`src/rtl/mem_port_arbiter.sv`:
```
// rtl/mem_port_arbiter.sv - single memory port shared by fetch and data requesters
// Data port has priority; a streak guard lets a waiting fetch through after MAX_D data grants.
module mem_port_arbiter #(
   parameter int ADDR_W = 32,
   parameter int DATA_W = 32,
   parameter int LAT    = 1,
   parameter int MAX_D  = 4
) (
   input  logic              clk,
   input  logic              rst,
   input  logic              i_req,
   input  logic [ADDR_W-1:0] i_addr,
   output logic              i_gnt,
   output logic              i_rvalid,
   output logic [DATA_W-1:0] i_rdata,
   input  logic              d_req,
   input  logic              d_we,
   input  logic [ADDR_W-1:0] d_addr,
   input  logic [DATA_W-1:0] d_wdata,
   output logic              d_gnt,
   output logic              d_rvalid,
   output logic [DATA_W-1:0] d_rdata,
   output logic              m_en,
   output logic              m_we,
   output logic [ADDR_W-1:0] m_addr,
   output logic [DATA_W-1:0] m_wdata,
   input  logic [DATA_W-1:0] m_rdata
);

   typedef enum logic {IDLE, WAIT} state_t;

   localparam logic [2:0] LAT_V = 3'(LAT);
   localparam logic [3:0] MAX_V = 4'(MAX_D);

   state_t     state, state_nx;
   logic [2:0] cnt, cnt_nx;
   logic [3:0] streak, streak_nx;
   logic       owner_d, owner_nx;
   logic       done;

   always_ff @(posedge clk or posedge rst) begin
      if (rst) begin
         state   <= IDLE;
         cnt     <= 3'd0;
         streak  <= 4'd0;
         owner_d <= 1'b0;
      end else begin
         state   <= state_nx;
         cnt     <= cnt_nx;
         streak  <= streak_nx;
         owner_d <= owner_nx;
      end
   end

   always_comb begin
      state_nx  = state;
      cnt_nx    = cnt;
      streak_nx = streak;
      owner_nx  = owner_d;
      done      = 1'b0;
      i_gnt     = 1'b0;
      d_gnt     = 1'b0;
      i_rvalid  = 1'b0;
      d_rvalid  = 1'b0;
      m_en      = 1'b0;
      m_we      = 1'b0;
      m_addr    = i_addr;
      m_wdata   = d_wdata;
      if (!rst) begin
         if (state == WAIT) begin
            cnt_nx = cnt - 3'd1;
            // The cycle the counter expires both returns data and may grant again.
            if (cnt == 3'd1) begin
               done     = 1'b1;
               i_rvalid = !owner_d;
               d_rvalid = owner_d;
               state_nx = IDLE;
               cnt_nx   = 3'd0;
            end
         end
         if (state == IDLE || done) begin
            if (d_req && !(i_req && streak == MAX_V))
               d_gnt = 1'b1;
            else if (i_req)
               i_gnt = 1'b1;
         end
         if (d_gnt) begin
            m_en     = 1'b1;
            m_we     = d_we;
            m_addr   = d_addr;
            state_nx = WAIT;
            cnt_nx   = LAT_V;
            owner_nx = 1'b1;
         end else if (i_gnt) begin
            m_en     = 1'b1;
            state_nx = WAIT;
            cnt_nx   = LAT_V;
            owner_nx = 1'b0;
         end
         if (!i_req || i_gnt)
            streak_nx = 4'd0;
         else if (d_gnt && streak != MAX_V)
            streak_nx = streak + 4'd1;
      end
   end

   assign i_rdata = m_rdata;
   assign d_rdata = m_rdata;

endmodule

```
`config.mk`:
```
export PLATFORM = sky130hd
export DESIGN_NAME = mem_port_arbiter
export DESIGN_NICKNAME = d
export VERILOG_FILES = /design/src/rtl/mem_port_arbiter.sv
export SDC_FILE = /design/constraint.sdc
export NUM_CORES = 1
export LEC_CHECK = 0
export CELL_PAD_IN_SITES_DETAIL_PLACEMENT = 0
export CELL_PAD_IN_SITES_GLOBAL_PLACEMENT = 1
export CORE_MARGIN = 3
export CORE_UTILIZATION = 16
export CTS_BUF_LIST = sky130_fd_sc_hd__clkbuf_2
export DETAILED_ROUTE_END_ITERATION = 8
export PLACE_DENSITY = 0.86
export SETUP_SLACK_MARGIN = 0.02
export SYNTH_ARGS = -nofsm -noshare
export SYNTH_HDL_FRONTEND = slang
export SYNTH_SLANG_ARGS = --single-unit
```
`constraint.sdc`:
```
create_clock -name clk -period 6.1 [get_ports clk]
set_clock_uncertainty 0.2 [all_clocks]
set_input_delay 1.22 -clock clk [delete_from_list [all_inputs] [get_ports clk]]
set_output_delay 1.22 -clock clk [all_outputs]
set_load 0.02 [all_outputs]
```
==> impl.org, run 1 <==
** Cells and area
- In the final layout, flip-flops and latches occupy 225 sq um.
- Number of inserted diodes :: 0
- The finished cells cover 2290 sq um.
- Share of layout cells above drive strength 1 :: 20.0%
- Leaving out filler cells and counting taps, the final layout contains 345.
- Fillers :: 1222
- Post-layout net count :: 343
- Summing all multi-input logic gate instances after layout gives 785 sq um.
- The top cell types in the final layout, fill and taps aside, are clkdlybuf4s50_1, mux2_4, o21ai_0, dfrtp_1, inv_1.
- Area growth from synthesis to final layout :: 24.9%
- Final cell utilization of the core :: 20.8%
- Leading cell type in the layout, fill and taps excluded :: clkdlybuf4s50_1

** GRT
- Global-route wire length before repair :: 7.69 mm
- Antenna violations before repair :: 0
- Remaining global-route overflow :: 0
- Entering global routing, the biggest net connects 35 pins.
- Number of global-route vias before repair :: 1373
- In the global route stage, overall resource usage came out at 7.50%.

** Critical path
- The kind of cell with the highest combined delay along the critical path is buffers and inverters.
- Along the worst path, the maximum fanout reaches 34.
- Required time at the endpoint of the critical path :: 4.68 ns
- The worst setup path is captured at an output port.
- For this run, the slowest stage of the critical path takes 0.60 ns.
- By startpoint and endpoint, the worst setup path is classified as in2out.
- Critical path, cell by cell :: clkdlybuf4s50_1, a21oi_2, and2_4, mux2_2, clkdlybuf4s50_1
- Slowest stage cell on the critical path :: clkdlybuf4s50_1
- For the worst setup path, the data arrival time is 3.67 ns.
- Worst Path Buf+Inv :: 2
- The most numerous cell type found on the critical path is clkdlybuf4s50_1.
- The worst setup path is launched from an input pin.

** Die
- Core Box Area :: 11000 sq um
- Top-level I/O count :: 267
- The floorplan step set the die height to 113 um.
- The die is 113 um wide.
- Total Die Area :: 12800 sq um
- Starting density of the core :: 16.6%
- Total number of placement rows :: 38

** Pwr
- For this design the static power due to leakage is 0.899 nW.
- Maximum resistive drop on vdd :: 141 uV
- For this design the ratio of total power to cell area is 214 nW/um^2.

** Clock network
- The number of clock buffers added by TritonCTS is 3.
- Clock-pin slew was measured on the worst setup and hold paths at 0.10 ns.
- Num Clock Sinks :: 9
- Buffers added to address setup during post-CTS repair amount to 0.
- Max H-tree Level :: 1
- Maximum buffer depth of the clock tree :: 2
- Clk_lat worst skew :: 0.26 ns
- Buffer type at the clock tree root :: clkbuf_2
- TritonCTS built the clock tree.
- Hold buffers post-CTS :: 0
- The number of gates resized after CTS was 0.

** Drt
- In the routed design, unresolved DRC markers number 0.
- The detailed router finished its first iteration with 37 violations.
- Wires add up to 5.16 mm.
- Antenna Nets Post-Route :: 0
- Avg Vias per Cell :: 3.79
- The pre-antenna-repair detailed-routing pass consisted of 6 iterations.
- In the final routed layout, each cell accounts on average for 15.0 um.
- Across all layers, the routed design uses 1308 vias.

** Timing
- Max Freq :: 0.196 GHz
- For the finished layout, the period the worst path requires is 5.09 ns.
- Final sum of negative setup slack :: 0 ns
- Slew at the pin closest to its max-slew limit :: 0.620 ns
- Setup violations remaining at the end of the flow were counted as 0.
- The max-slew violation total from the final report came to 0.
- Headroom to the max-slew limit :: 58.7%
- Fraction of the cycle the final worst path needs :: 83.4%
- Setup repair after global routing left no endpoint under its margin.
- Final hold violation count :: 0

** Placement
- Final weighted congestion in routability-driven placement :: 0.881
- In this run the tool buffered the top-level ports with 106 buffer cells.
- Number of cells after detailed placement :: 341
- Half-perimeter wire length after placement :: 4.44 mm
- Area of placed instances :: 2270 sq um

** Logic synthesis
- Per-instance average area after synthesis :: 9.32 sq um
- Number of synthesized flops with an enable pin :: 0
- Number of unique standard cell types used by synthesis :: 34
- When the netlist entered floorplanning its net count stood at 334.
- Post-synthesis instance area :: 1840 sq um
- Synthesis produced 197 cells.
- In the synthesized netlist the async set-or-reset flop fraction comes to 100%.
- Main flop type after synthesis :: dfrtp_1
- Fraction of the yosys area taken by sequential cells :: 12.3%
- Synthesis inferred 9 register bits.
- Count of warnings emitted by yosys :: 0

** Job
- The tool flagged a number of max-cap violations equal to 0.

** Min path
- The tightest min-delay check is of the reg2reg type.

** Run status
- Result of the run :: complete, no violations
==> where the power goes <==
part           switching, mW  internal (mW)
Combinational          0.153          0.197
Clock                 0.0235         0.0174
Sequential            0.0207         0.0786
Total                  0.197          0.293
==> cells in the mapped netlist (2+ instances only) <==
master	number	area [sq um]
nor2_1	2	7.51
nor2b_1	2	12.5
buf_4	96	721
buf_12	3	60.1
nand2_1	6	22.5
mux2_4	28	420
o21ai_0	9	45.0
inv_1	7	26.3
a21o_1	2	15.0
clkbuf_1	2	7.51
nor4b_1	2	17.5
mux2_2	4	45.0
dfrtp_1	9	225
nand3_1	2	10.0
ha_1	4	50.1
==> final timing paths <==
path | slack (ns) | cells after the start | endpoint | from
worst max-delay path | 1.01 | 5 | m_addr[29] | rst
worst min register to register | 0.31 | 1 | owner_d | owner_d
max in group asynchronous | 4.10 | 2 | streak[3] | rst
worst min-delay path | 0.31 | 1 | owner_d | owner_d
min in group asynchronous | 1.33 | 2 | cnt[2] | rst
worst max register to register | 4.12 | 6 | owner_d | cnt[1]
==> final cells by class <==
cell class | count | share of cell area (%)
inverter | 7 | 1.15
multi-input combinational | 79 | 34.2
sequential | 9 | 9.83
clock buffer | 4 | 0.873
tap | 140 | 7.64
timing repair buffer | 106 | 46.3
==> sequential cells by signal, summed over array words and instances (netlist names) <==
register / cells
cnt: 3
state: 1
streak: 4
owner_d: 1
==> cell families (layout without fill, tap and decap cells) <==
logic type / Yosys count / in the layout / synth area share (%)
buffers and inverters: 109 / 117 / 45.0
multiplexers: 32 / 32 / 25.4
AND/OR/NAND/NOR: 23 / 23 / 7.57
AO/OA/AOI/OAI: 20 / 20 / 7.09
flip-flops: 9 / 9 / 12.3
adder cells (fa/ha/maj): 4 / 4 / 2.73
==> per-layer routing <==
| metal | share of wire [%] | up-vias | GRT usage [%] | wire length, um |
|---|---|---|---|---|
| li1 | - | 573 | - | - |
| met1 | 40 | 593 | 9.24 | 2040 |
| met2 | 44 | 125 | 11.8 | 2280 |
| met3 | 14 | 17 | 3.26 | 722 |
| met4 | 2.2 | 0 | 2.24 | 112 |
| met5 | 0 | - | 0 | 0 |
==> through the flow <==
step	power, mW	hold slack, ns	setup WS, ns
after global routing	0.525	0.350	0.848
final	0.490	0.311	1.01
after global placement	0.446	0.286	1.09
after detailed placement	0.452	0.297	1.01
after floorplan	0.416	0.258	2.48
after CTS	0.494	0.315	0.995
Note: power is estimated with default switching activity, not from simulation.
==> inputs of run 2 (changes only) <==
--- a/config.mk
+++ b/config.mk
@@ -8,10 +8,10 @@
 export CELL_PAD_IN_SITES_DETAIL_PLACEMENT = 0
 export CELL_PAD_IN_SITES_GLOBAL_PLACEMENT = 1
 export CORE_MARGIN = 3
-export CORE_UTILIZATION = 16
+export CORE_UTILIZATION = 15
 export CTS_BUF_LIST = sky130_fd_sc_hd__clkbuf_2
 export DETAILED_ROUTE_END_ITERATION = 8
-export PLACE_DENSITY = 0.86
+export PLACE_DENSITY = 0.81
 export SETUP_SLACK_MARGIN = 0.02
 export SYNTH_ARGS = -nofsm -noshare
 export SYNTH_HDL_FRONTEND = slang
==> constraint.sdc (replaced) <==
create_clock -name clk -period 4.9 [get_ports clk]
set_clock_uncertainty 0.2 [all_clocks]
set_input_delay 0.98 -clock clk [delete_from_list [all_inputs] [get_ports clk]]
set_output_delay 0.98 -clock clk [all_outputs]
set_load 0.02 [all_outputs]
==> impl.org, run 2 (synthesis gave the netlist of run 1 again) <==
** Cells and area
- Largest register by flop count :: streak (unchanged)
- Number of flip-flops in the largest register :: 4 (unchanged)
- The most common cell after layout, fill and taps aside is clkdlybuf4s50_1 (unchanged).
- Largest registers ranked by flip-flop count: streak: 4 flops, cnt: 3 flops (unchanged).
- The fraction of final layout cells with drive strength greater than 1 came to 20.8% (was 20.0%).
- The count of nets after finishing came to 345 (was 343).
- The number of diodes added for antenna fixing was 0 (unchanged).
- Number of non-filler instances in the completed layout :: 350 (was 345)
- The layout overhead on the synthesized area is 26.6% (was 24.9%).
- Commonest non-fill, non-tap cells in the layout :: clkdlybuf4s50_1, mux2_4, o21ai_0, dfrtp_1, inv_1 (unchanged)

** Critical path
- The cell type with the highest occurrence count on the critical path is clkdlybuf4s50_1 (unchanged).
- The endpoint type of the worst setup path is an output port (unchanged).
- The type of origin of the critical path is an input pin (unchanged).
- Required time at the endpoint of the critical path :: 3.72 ns (was 4.68 ns)
- The source of the critical timing path is i_req (was rst).
- Slowest stage delay, CP :: 0.54 ns (was 0.60 ns)
- The startpoint of the worst register-to-register path was cnt[1] (unchanged).
- The register-to-register setup slack came to 3.09 ns (was 4.12 ns).
- The worst-path maximum fanout came to 34 (unchanged).
- Slowest stage cell on the critical path :: clkdlybuf4s50_1 (unchanged)
- Critical path, cell by cell :: clkdlybuf4s50_1, nand2_2, o21a_1, and2_4, buf_12, mux2_2, clkdlybuf4s50_1 (was clkdlybuf4s50_1, a21oi_2, and2_4, mux2_2, clkdlybuf4s50_1)
- Worst Path Class, Setup :: in2out (unchanged)
- The worst path arrival time was 3.14 ns (was 3.67 ns).

** Pwr
- Logic pwr share :: 71.4% (about the same)
- Total internal power :: 370 uW (was 293 uW)
- Static leakage :: 0.912 nW (was 0.899 nW)
- Sw Ratio :: 39.6% (was 40.2%)
- Total power consumption of the routed design :: 613 uW (was 490 uW)
- Share of total power in sequential cells :: 20.5% (was 20.3%)
- Total power density per cell area :: 264 nW/um^2 (was 214 nW/um^2)
- Switching Power :: 243 uW (was 197 uW)
- Power share of the clock group :: 8.1% (was 8.4%)
- Maximum resistive drop on vdd :: 187 uV (was 141 uV)

** Clock network
- Clk_lat worst skew :: 0.25 ns (was 0.26 ns)
- Total CTS buffers :: 3 (unchanged)
- The number of gates resized after cts came to 0 (unchanged).
- Num Clock Sinks :: 9 (unchanged)
- The hold buffer count at CTS came to 0 (unchanged).
- Buffer type at the clock tree root :: clkbuf_2 (unchanged)
- The buffers inserted during post-CTS setup optimization came to 0 (unchanged).
- The clock edge transition at the registers on the reported setup and hold paths was 0.10 ns (about the same).
- Max H-tree Level :: 1 (unchanged)
- The CTS tree was done (unchanged).
- The number of buffers between clock root and the deepest sink is 2 (unchanged).

** GRT
- The overall overflow remaining after global route is 0 (unchanged).
- The initial antenna violation count was 0 (unchanged).
- The all-layer global routing usage was 5.50% (was 7.50%).
- Number of global-route vias before repair :: 1224 (was 1373)
- The largest net degree at the start of global routing came to 35 (unchanged).
- Global-route wire length before repair :: 5.98 mm (was 7.69 mm)

** Timing
- The transition time at the pin with the least slew margin was 0.394 ns (was 0.620 ns).
- Hold WS :: 0.319 ns (was 0.311 ns)
- Fraction of the cycle the final worst path needs :: 88.1%
- The total of endpoints with negative setup slack in the final report is 0 (unchanged).
- Final hold violation count :: 0 (unchanged)
- Fin. max-slew vios :: 0 (unchanged)
- Headroom to the max-slew limit :: 73.7% (was 58.7%)
- Unrepaired setup endpoints after global routing: no (unchanged).
- Max Freq :: 0.232 GHz
- Final sum of negative setup slack :: 0 ns (unchanged)
- Final Critical Period :: 4.32 ns

** Drt
- WL per Instance :: 12.9 um (was 15.0 um)
- The number of optimization iterations in the first detailed-route pass came to 4 (was 6).
- The count of unresolved DRC violations after routing is 0 (unchanged).
- The mean number of vias per cell came to 3.56 (was 3.79).
- Total number of vias :: 1245 (was 1308)
- Number of DRC markers in iteration 0 :: 30 (was 37)
- The final routed wirelength across all metal layers was 4.51 mm (was 5.16 mm).
- Antenna Nets Post-Route :: 0 (unchanged)

** Min path
- Worst Hold Class :: reg2reg (unchanged)
- Hold wc startpoint :: owner_d (unchanged)

** Die
- Core Box Area :: 11700 sq um (was 11000 sq um)
- The area of the die came to 13600 sq um (was 12800 sq um).
- Top-level I/O count :: 267 (unchanged)
- Total number of placement rows :: 39 (was 38)
- The starting density of the core came to 15.7% (was 16.6%).
- DIE WIDTH :: 117 um (was 113 um)
- The floorplan die height was 117 um (was 113 um).

** Placement
- The number of placed instances with taps included came to 346 (was 341).
- The final estimated routing congestion in global placement came to 0.797 (was 0.881).
- The number of buffers inserted by port buffering came to 106 (unchanged).
- The HPWL after detailed placement is 3.68 mm (was 4.44 mm).

** Run status
- Result of the run :: complete, no violations (unchanged)

** Job
- Number of violations of the max-capacitance limit :: 0 (unchanged)
-- run 2: changes by cell type in the layout (fill, tap and decap cells not counted) --
cell	change
buf_4	+1
buf_12	+1
-- run 2: cell type report --
class | instances | area [sq um]
multi-input cells | 79 | 785
well taps | 143 | 179
fillers | 1301 | 9390
repair buffers | 108 | 1090
flip-flops and latches | 9 | 225
clock buffers | 4 | 20.0
inverters | 7 | 26.3
-- run 2: power by group through the flow --
| stage | Combinational, mW | Clock (mW) | Sequential [mW] |
|---|---|---|---|
| final | 0.438 | 0.0499 | 0.126 |
| after floorplan | 0.403 | 0 | 0.115 |
| after global routing | 0.471 | 0.0537 | 0.131 |
| after detailed placement | 0.443 | 0 | 0.127 |
| after CTS | 0.444 | 0.0504 | 0.125 |
| after global placement | 0.434 | 0 | 0.125 |
-- run 2: worst paths after layout --
path | end | cells after the start
worst max-delay path | m_addr[30] | 7
min in group asynchronous | owner_d | 3
max in group asynchronous | streak[0] | 3
worst min-delay path | owner_d | 1
worst min register to register | owner_d | 1
worst max register to register | owner_d | 7
-- run 2: routing by layer --
layer | wire [um] | track usage [%] | part of all wire, % | vias up
met1 | 1690 | 6.15 | 37 | 537
met5 | 0 | 0 | 0 | -
met2 | 2050 | 8.73 | 45 | 103
met3 | 666 | 2.90 | 15 | 26
li1 | - | - | - | 579
met4 | 104 | 2.37 | 2.3 | 0
-- run 2: critical path, delay by kind of cell --
family,cells,cell delay [ns]
buffers and inverters,3,1.28
and+or+nand+nor,2,0.30
AOI/OAI and AO/OA,1,0.17
muxes,1,0.37
-- run 2: stage by stage --
| stage | area [sq um] | setup WS, ns | utilization, % |
|---|---|---|---|
| after floorplan | 1840 | 1.76 | - |
| after global placement | 2300 | 0.624 | 19.7 |
| after detailed placement | 2300 | 0.571 | 19.7 |
| after CTS | 2320 | 0.572 | 19.8 |
| after global routing | 2320 | 0.495 | 19.8 |
| final | 2320 | 0.583 | 19.8 |
==> inputs of run 3 (changes only) <==
--- a/config.mk
+++ b/config.mk
@@ -13,6 +13,7 @@
 export DETAILED_ROUTE_END_ITERATION = 8
 export PLACE_DENSITY = 0.81
 export SETUP_SLACK_MARGIN = 0.02
+export SLEW_MARGIN = 20
 export SYNTH_ARGS = -nofsm -noshare
 export SYNTH_HDL_FRONTEND = slang
 export SYNTH_SLANG_ARGS = --single-unit
==> results of run 3 <==
No change in the layout: final DEF, timing and power equal those of run 2.
